**config.mk**
```make
export PLATFORM = sky130hd
export DESIGN_NAME = fifo_serializer
export DESIGN_NICKNAME = d
export VERILOG_FILES = /design/src/rtl/p2s_pkg.sv /design/src/rtl/fifo_serializer_bit_timer.sv /design/src/rtl/fifo_serializer.sv
export SDC_FILE = /design/constraint.sdc
export NUM_CORES = 1
export LEC_CHECK = 0
export CAP_MARGIN = 5
export CORE_MARGIN = 2
export CORE_UTILIZATION = 40
export CTS_BUF_LIST = sky130_fd_sc_hd__clkbuf_4
export DETAILED_ROUTE_END_ITERATION = 8
export PLACE_DENSITY_LB_ADDON = 0.2
export REMOVE_ABC_BUFFERS = 1
export SYNTH_ARGS = -nofsm -noshare
export SYNTH_HDL_FRONTEND = slang
export SYNTH_SLANG_ARGS = --single-unit
```
**constraint.sdc**
```tcl
create_clock -name clk_out -period 2.68 [get_ports clk_out]
set_input_delay 0.67 -clock clk_out [delete_from_list [all_inputs] [get_ports clk_out]]
set_output_delay 0.67 -clock clk_out [all_outputs]
set_load 0.03 [all_outputs]
```
**src/rtl/p2s_pkg.sv**
```systemverilog
// rtl/p2s_pkg.sv - shared state encoding and line levels for the parallel-to-serial read side
package p2s_pkg;

    // Binary-encoded serializer states
    typedef enum logic [2:0] {
        ST_IDLE   = 3'd0,
        ST_POP    = 3'd1,
        ST_WAIT   = 3'd2,
        ST_START  = 3'd3,
        ST_DATA   = 3'd4,
        ST_PARITY = 3'd5,
        ST_STOP   = 3'd6
    } state_e;

    localparam logic LINE_IDLE = 1'b1;
    localparam logic START_BIT = 1'b0;
    localparam logic STOP_BIT  = 1'b1;

endpackage

```
**src/rtl/fifo_serializer_bit_timer.sv**
```systemverilog
// rtl/fifo_serializer_bit_timer.sv - per-bit tick counter with end-of-bit strobe
//
// Ports:
//   clk_i      clock
//   rst_ni     asynchronous active-low reset
//   clear_i    force the counter back to 0 on the next edge
//   bit_end_o  high in the last cycle of the current serial bit
module bit_timer #(
    parameter int unsigned clks_per_bit = 1
) (
    input  logic clk_i,
    input  logic rst_ni,
    input  logic clear_i,
    output logic bit_end_o
);

    logic [7:0] tick_q;
    logic [7:0] tick_d;

    assign bit_end_o = (tick_q == 8'(clks_per_bit - 1));

    // Wrap at the end of every bit so consecutive bits inside DATA restart at 0
    always_comb begin
        tick_d = tick_q + 8'd1;
        if (clear_i || bit_end_o) begin
            tick_d = 8'd0;
        end
    end

    always_ff @(posedge clk_i or negedge rst_ni) begin
        if (!rst_ni) begin
            tick_q <= 8'd0;
        end else begin
            tick_q <= tick_d;
        end
    end

endmodule

```
**src/rtl/fifo_serializer.sv**
```systemverilog
// rtl/fifo_serializer.sv - pops FIFO words and sends them as start/data/parity/stop frames
//
// Ports:
//   clk_out     serializer clock, all state on its rising edge
//   rst         asynchronous active-low reset
//   rdata       FIFO read data, valid the cycle after remove
//   empty       FIFO empty flag
//   flush       synchronous abort back to IDLE
//   remove      one-cycle pop request per word
//   serial_out  serial line, idles high
//   busy        high from the pop through the last stop-bit cycle
//   word_done   one-cycle pulse in the final stop-bit cycle
module fifo_serializer
    import p2s_pkg::*;
#(
    parameter int unsigned width        = 8,
    parameter int unsigned clks_per_bit = 1,
    parameter bit          parity_en    = 1'b0
) (
    input  logic             clk_out,
    input  logic             rst,
    input  logic [width-1:0] rdata,
    input  logic             empty,
    input  logic             flush,
    output logic             remove,
    output logic             serial_out,
    output logic             busy,
    output logic             word_done
);

    localparam int CW = (width > 1) ? $clog2(width) : 1;

    state_e           state_q, state_d;
    logic [width-1:0] shift_q, shift_d;
    logic             parity_q, parity_d;
    logic [CW-1:0]    bit_cnt_q, bit_cnt_d;
    logic             bit_end;
    logic             timed_state;

    // Only the line-driving states consume clks_per_bit cycles per bit
    assign timed_state = (state_q == ST_START) || (state_q == ST_DATA) ||
                         (state_q == ST_PARITY) || (state_q == ST_STOP);

    bit_timer #(
        .clks_per_bit(clks_per_bit)
    ) u_bit_timer (
        .clk_i    (clk_out),
        .rst_ni   (rst),
        .clear_i  ((state_d != state_q) || !timed_state),
        .bit_end_o(bit_end)
    );

    always_comb begin
        state_d   = state_q;
        shift_d   = shift_q;
        parity_d  = parity_q;
        bit_cnt_d = bit_cnt_q;
        case (state_q)
            ST_IDLE: begin
                if (!empty) begin
                    state_d = ST_POP;
                end
            end
            ST_POP: begin
                state_d = ST_WAIT;
            end
            ST_WAIT: begin
                shift_d   = rdata;
                parity_d  = ^rdata;
                bit_cnt_d = '0;
                state_d   = ST_START;
            end
            ST_START: begin
                if (bit_end) begin
                    state_d = ST_DATA;
                end
            end
            ST_DATA: begin
                if (bit_end) begin
                    shift_d = shift_q >> 1;
                    if (bit_cnt_q == CW'(width - 1)) begin
                        bit_cnt_d = '0;
                        state_d   = parity_en ? ST_PARITY : ST_STOP;
                    end else begin
                        bit_cnt_d = bit_cnt_q + 1'b1;
                    end
                end
            end
            ST_PARITY: begin
                if (bit_end) begin
                    state_d = ST_STOP;
                end
            end
            ST_STOP: begin
                // Chain straight into the next pop so frames go back-to-back
                if (bit_end) begin
                    state_d = empty ? ST_IDLE : ST_POP;
                end
            end
            default: begin
                state_d = ST_IDLE;
            end
        endcase
        // Abort wins over any pop decision made above
        if (flush) begin
            state_d = ST_IDLE;
        end
    end

    always_ff @(posedge clk_out or negedge rst) begin
        if (!rst) begin
            state_q   <= ST_IDLE;
            shift_q   <= '0;
            parity_q  <= 1'b0;
            bit_cnt_q <= '0;
        end else begin
            state_q   <= state_d;
            shift_q   <= shift_d;
            parity_q  <= parity_d;
            bit_cnt_q <= bit_cnt_d;
        end
    end

    // Outputs decode only registered state and the tick counter
    always_comb begin
        serial_out = LINE_IDLE;
        remove     = 1'b0;
        busy       = (state_q != ST_IDLE);
        word_done  = 1'b0;
        case (state_q)
            ST_POP:    remove     = 1'b1;
            ST_START:  serial_out = START_BIT;
            ST_DATA:   serial_out = shift_q[0];
            ST_PARITY: serial_out = parity_q;
            ST_STOP: begin
                serial_out = STOP_BIT;
                word_done  = bit_end;
            end
            default: serial_out = LINE_IDLE;
        endcase
    end

endmodule

```
After elaboration in Yosys (flattened, before gate mapping)
Index checks and enable logic that the tools add are counted.
W data, S select, Z words.
Operators by class
  $add $sub $neg: 2
  multiply operators: 0
  div/mod/pow operators: 0
  $lt $le $gt $ge: 0
  eq/ne operators: 9
  shifts and indexed selects: 0
  mux-type cells: 18
  bitwise gates (word level): 0
  reductions and logical operators: 12
Operators with widths (count)
  $mux W3: 9
  $pmux W3 S7: 1
  $mux W8: 2
  $pmux W8 S2: 1
  $eq A3 B3 Y1 const B: 4
  $add A8 B1 Y8 const B: 1
  $logic_not A8 Y1: 1
  $reduce_xor A8 Y1: 1
  $eq A3 B2 Y1 const B: 2
  $pmux W3 S2: 1
  $logic_or A1 B1 Y1: 5
  $add A3 B1 Y3 const B: 1
  $eq A3 B1 Y1 const B: 1
  $logic_not A3 Y1: 1
  $mux W1: 3
  $ne A3 B3 Y1: 1
  $pmux W1 S3: 1
  $reduce_bool A3 Y1: 1
  $ne A2 B2 Y1 const B: 1
  $reduce_and A2 Y1: 1
  $reduce_bool A2 Y1: 1
  $logic_not A1 Y1: 1
Storage, ports and cells
  flip-flop bits (word level): 23
  latch bits: 0
  RAM bits: 0
  memory bits (read-only): 0
  memories: 0

Depth between registers and ports, before layout
  word-level depth: 9
  depth in mapped cells: 8

Modules after synthesis
A second synthesis with hierarchy kept.
Unflattened totals
  cells, all modules: 144
  area, all modules: 1373.8 sq um
By module, submodules not included
  fifo_serializer: times used 1, cells an instance 103, area an instance 958.4 sq um
  bit_timer: times used 1, cells an instance 41, area an instance 415.4 sq um

Least setup slack after synthesis
OpenSTA, ideal clock, no wires.
  path kind: register -> output
  start: reg u_bit_timer.tick_q[0]
  end: out word_done
  arrival: 1764 ps
  required time: 2010 ps
  path slack: 246 ps
  cell stages (with the launch flop): 6
  path buffers: 0
  path through: dfrtp_1 -> inv_1 -> ha_1 -> nor4b_4 -> nand3_1 -> nor3b_1
Between the ends
  cells in the longest elaborated chain, start to end: 2
RTL lines
  from (decl): RTL line fifo_serializer_bit_timer.sv:17  | logic [7:0] tick_q;
  from (signal assigned): RTL line fifo_serializer_bit_timer.sv:34  | tick_q <= tick_d;
  $logic_not A8 Y1: RTL line fifo_serializer_bit_timer.sv:20  | assign bit_end_o = (tick_q == 8'(clks_per_bit - 1));
  $mux W1: RTL line fifo_serializer.sv:130  | case (state_q)
  to (decl): RTL line fifo_serializer.sv:28  | output logic word_done
No other way between the ends.

Worst setup path in the final report
Same ends and word-level chain as after synthesis.

==> summary.txt <==
Routed vias/inst: 4.96
Max VDD drop: 298 uV
CTS max path bufs: 2
#FFs+latches synth: 23
Crit path DAT: 1.79 ns
Initial antenna violation count: 0
Final #Nets: 162
Number of global-route vias before repair: 876
Core area: 3080 um2
Max-slew violations: 0
Worst slew pin tran: 0.444 ns
CTS Buf Count: 3
Critical path type: reg -> out
Initial Util: 0.427
Overflow after GRT: 0
Cell Area, Synth: 1310 um2
Register clock-pin slew on the reported worst setup and hold paths: 0.11 ns
Final ANT Viol Nets: 0
Library cells used by synthesis: 31
Die area: 3760 um2
Synth Area per Inst: 10.5 um2
RSZ-0062 raised after global routing: false
Synth top area share: 0.438
Clock latency on the worst-skew pair: 0.31 ns
Max-cap violation count: 0
Crit-path max cell delay: 0.45 ns
FP Rows: 20
Io pins: 16
Compound-gate portion of the synthesized area: 0.0829
Worst Path Required: 2.01 ns
Pwr/cell area: 591 nW/um2
Seq pwr share: 0.520
Switching share of power: 0.298
Max_slew headroom: 0.704
Largest net degree at the start of global routing: 24
# setup viols final: 0
Setup Buffers After CTS: 0
First-pass GRT wire length: 3.85 mm
Placer congestion estimate: 0.849
Tcrit/Tclk final: 0.919
CTS tree: yes
Simple-gate share of the synthesized area: 0.174
Power Total: 0.926 mW
Detailed placement HPWL: 1.73 mm
Diodes inserted: 0
Cell Area, Placed: 1540 um2
CP Launch Type: flop
DRC violations left: 0
TNS Setup: 0 ns
Final Critical Period: 2.46 ns
XOR/XNOR Fraction of Synth Area: 0.0933
Root buffer cell: clkbuf_4
Post-CTS Hold Buffers: 0
CP cell instances: inv_1 > ha_1 > nor4b_4 > nand3_1 > nor3b_1 > clkbuf_2
Syn Inst Count: 125
Area growth from synthesis to layout: 19.3%
Number of fill cells: 296
Port bufs: 15
Vias: 938
H-tree levels: 1
Drt pass-1 iters: 4
Drt total wl: 2.34 mm
Sw Pwr: 0.276 mW
Max Fclk: 406 MHz
WP buf/inv: 2
Die Width: 61.3 um
Final hold vios: 0
Min-delay worst type: reg -> reg
Int Power: 0.650 mW
Outcome: finished clean
All-Layer GR Usage: 0.140
CTS Sinks: 23
Main combinational cell family by area after synthesis: simple AND/OR/NAND/NOR gates
Crit Path Max Fanout: 6
Cell accounting for the most synthesized area: dfrtp_1
Slowest-stage cell, CP: dfrtp_1
Sequential area share after synthesis: 0.438
Clk pwr share: 0.184
Finished Cell Area: 1570 um2
Synth Warn #: 0
1st-iter DRT viols: 31
Drt wl/cell: 12.4 um
Clock skew: 0.0107 ns
CP top delay family: simple AND/OR/NAND/NOR gates
Die Height: 61.3 um
Multiplexer area fraction after synthesis: 0.135
Fin Hold WS: 0.497 ns
Area share of fa/ha/maj cells after synthesis: 0.0381
Nature of the critical path endpoint: output port
Lkg Pwr: 0.654 nW
Most area-consuming cells after synthesis: dfrtp_1, mux2_2, xnor2_1
Share of cells above drive strength 1: 0.221
Combinational Power Share: 0.297
-- synth_stat cells --
cell,count
dfrtp_1,23
mux2_2,14
nor2_1,12
a21oi_1,8
nand3_1,8
xnor2_1,8
inv_1,7
xor2_1,6
buf_2,4
ha_1,4
nand2_1,3
o21ai_0,3
or3_1,3
a31oi_1,2
mux2i_1,2
nand2b_1,2
nor3b_1,2
a21oi_4,1
and2_2,1
and3_1,1
and3_2,1
clkbuf_1,1
nand3b_1,1
nand4_2,1
nor2_2,1
nor3_1,1
nor3_2,1
nor4b_4,1
o22a_1,1
o22ai_1,1
o311a_1,1
-- final timing paths --
check	to	slack, ns	cells after the start	startpoint
max	word_done	0.22	6	u_bit_timer.tick_q[0]$_DFF_PN0_
min in group asynchronous	shift_q[4]$_DFFE_PN0P_	0.69	2	rst
min reg2reg	bit_cnt_q[0]$_DFFE_PN0P_	0.50	1	bit_cnt_q[0]$_DFFE_PN0P_
min	bit_cnt_q[0]$_DFFE_PN0P_	0.50	1	bit_cnt_q[0]$_DFFE_PN0P_
max reg2reg	shift_q[5]$_DFFE_PN0P_	0.66	7	u_bit_timer.tick_q[0]$_DFF_PN0_
max in group asynchronous	u_bit_timer.tick_q[0]$_DFF_PN0_	1.75	2	rst
-- worst reg2reg max path, cell delays in order (launching register included) --
cell	delay [ns]
dfrtp_1	0.45
inv_1	0.09
ha_1	0.15
nor4b_4	0.21
buf_4	0.17
nand4_2	0.12
a21oi_4	0.35
mux2_2	0.38
-- cell families after synthesis --
kind of cell / after synthesis
multiplexers: 16
adder cells (fa/ha/maj): 4
buffers and inverters: 12
AO/OA/AOI/OAI: 17
flip-flops: 23
XOR/XNOR: 14
AND/OR/NAND/NOR: 39
-- per-layer routing --
metal,up-vias,part of all wire,GRT usage
met2,15,0.45,0.213
met3,5,0.036,0.0210
met4,0,0.021,0.0745
li1,474,-,-
met1,444,0.49,0.191
met5,-,0,0
-- cells in the final DEF (no fill, tap or decap), types with 2 or more instances in the layout --
cell type	synthesis	final
a21oi_1	8	8
a31oi_1	2	2
buf_4	0	6
clkbuf_4	0	4
clkdlybuf4s50_1	0	13
dfrtp_1	23	23
ha_1	4	4
inv_1	7	7
mux2_2	14	14
mux2i_1	2	2
nand2_1	3	3
nand2b_1	2	2
nand3_1	8	8
nor2_1	12	12
nor3b_1	2	2
o21ai_0	3	3
or3_1	3	3
xnor2_1	8	8
xor2_1	6	6
-- power groups by stage --
stage          Sequential (mW)  Combinational [mW]  Clock (mW)
2_1_floorplan            0.481               0.187           0
3_3_place_gp             0.486               0.270           0
3_5_place_dp             0.489               0.278           0
4_1_cts                  0.482               0.279       0.180
5_1_grt                  0.495               0.303       0.195
6_report                 0.481               0.275       0.170
-- flip-flops by register name, summed over array words and instances (netlist names) --
name	flops
shift_q	8
parity_q	1
state_q	3
u_bit_timer.tick_q	8
bit_cnt_q	3
-- what timing repair did --
action / 4_1_cts / 5_1_grt
endpoints found under the setup margin: 1 / 2
pin swaps: 0 / 0
resized for setup: 1 / 4
-- final cells by class --
type | instances | area (um2) | area share
multi-input cells | 90 | 688 | 0.439
well taps | 44 | 55.1 | 0.0351
inverters | 7 | 26.3 | 0.0168
repair buffers | 21 | 193 | 0.123
clock buffers | 4 | 30.0 | 0.0192
flip-flops and latches | 23 | 576 | 0.367
-- metrics by stage --
stage,util,worst slack (ns),cells
6_report,0.509,0.217,189
5_1_grt,0.509,0.104,189
4_1_cts,0.510,0.0161,189
3_5_place_dp,0.500,0.100,185
3_3_place_gp,0.500,0.161,185
2_1_floorplan,-,0.246,120
No activity file was read; power rests on OpenSTA's default activity.
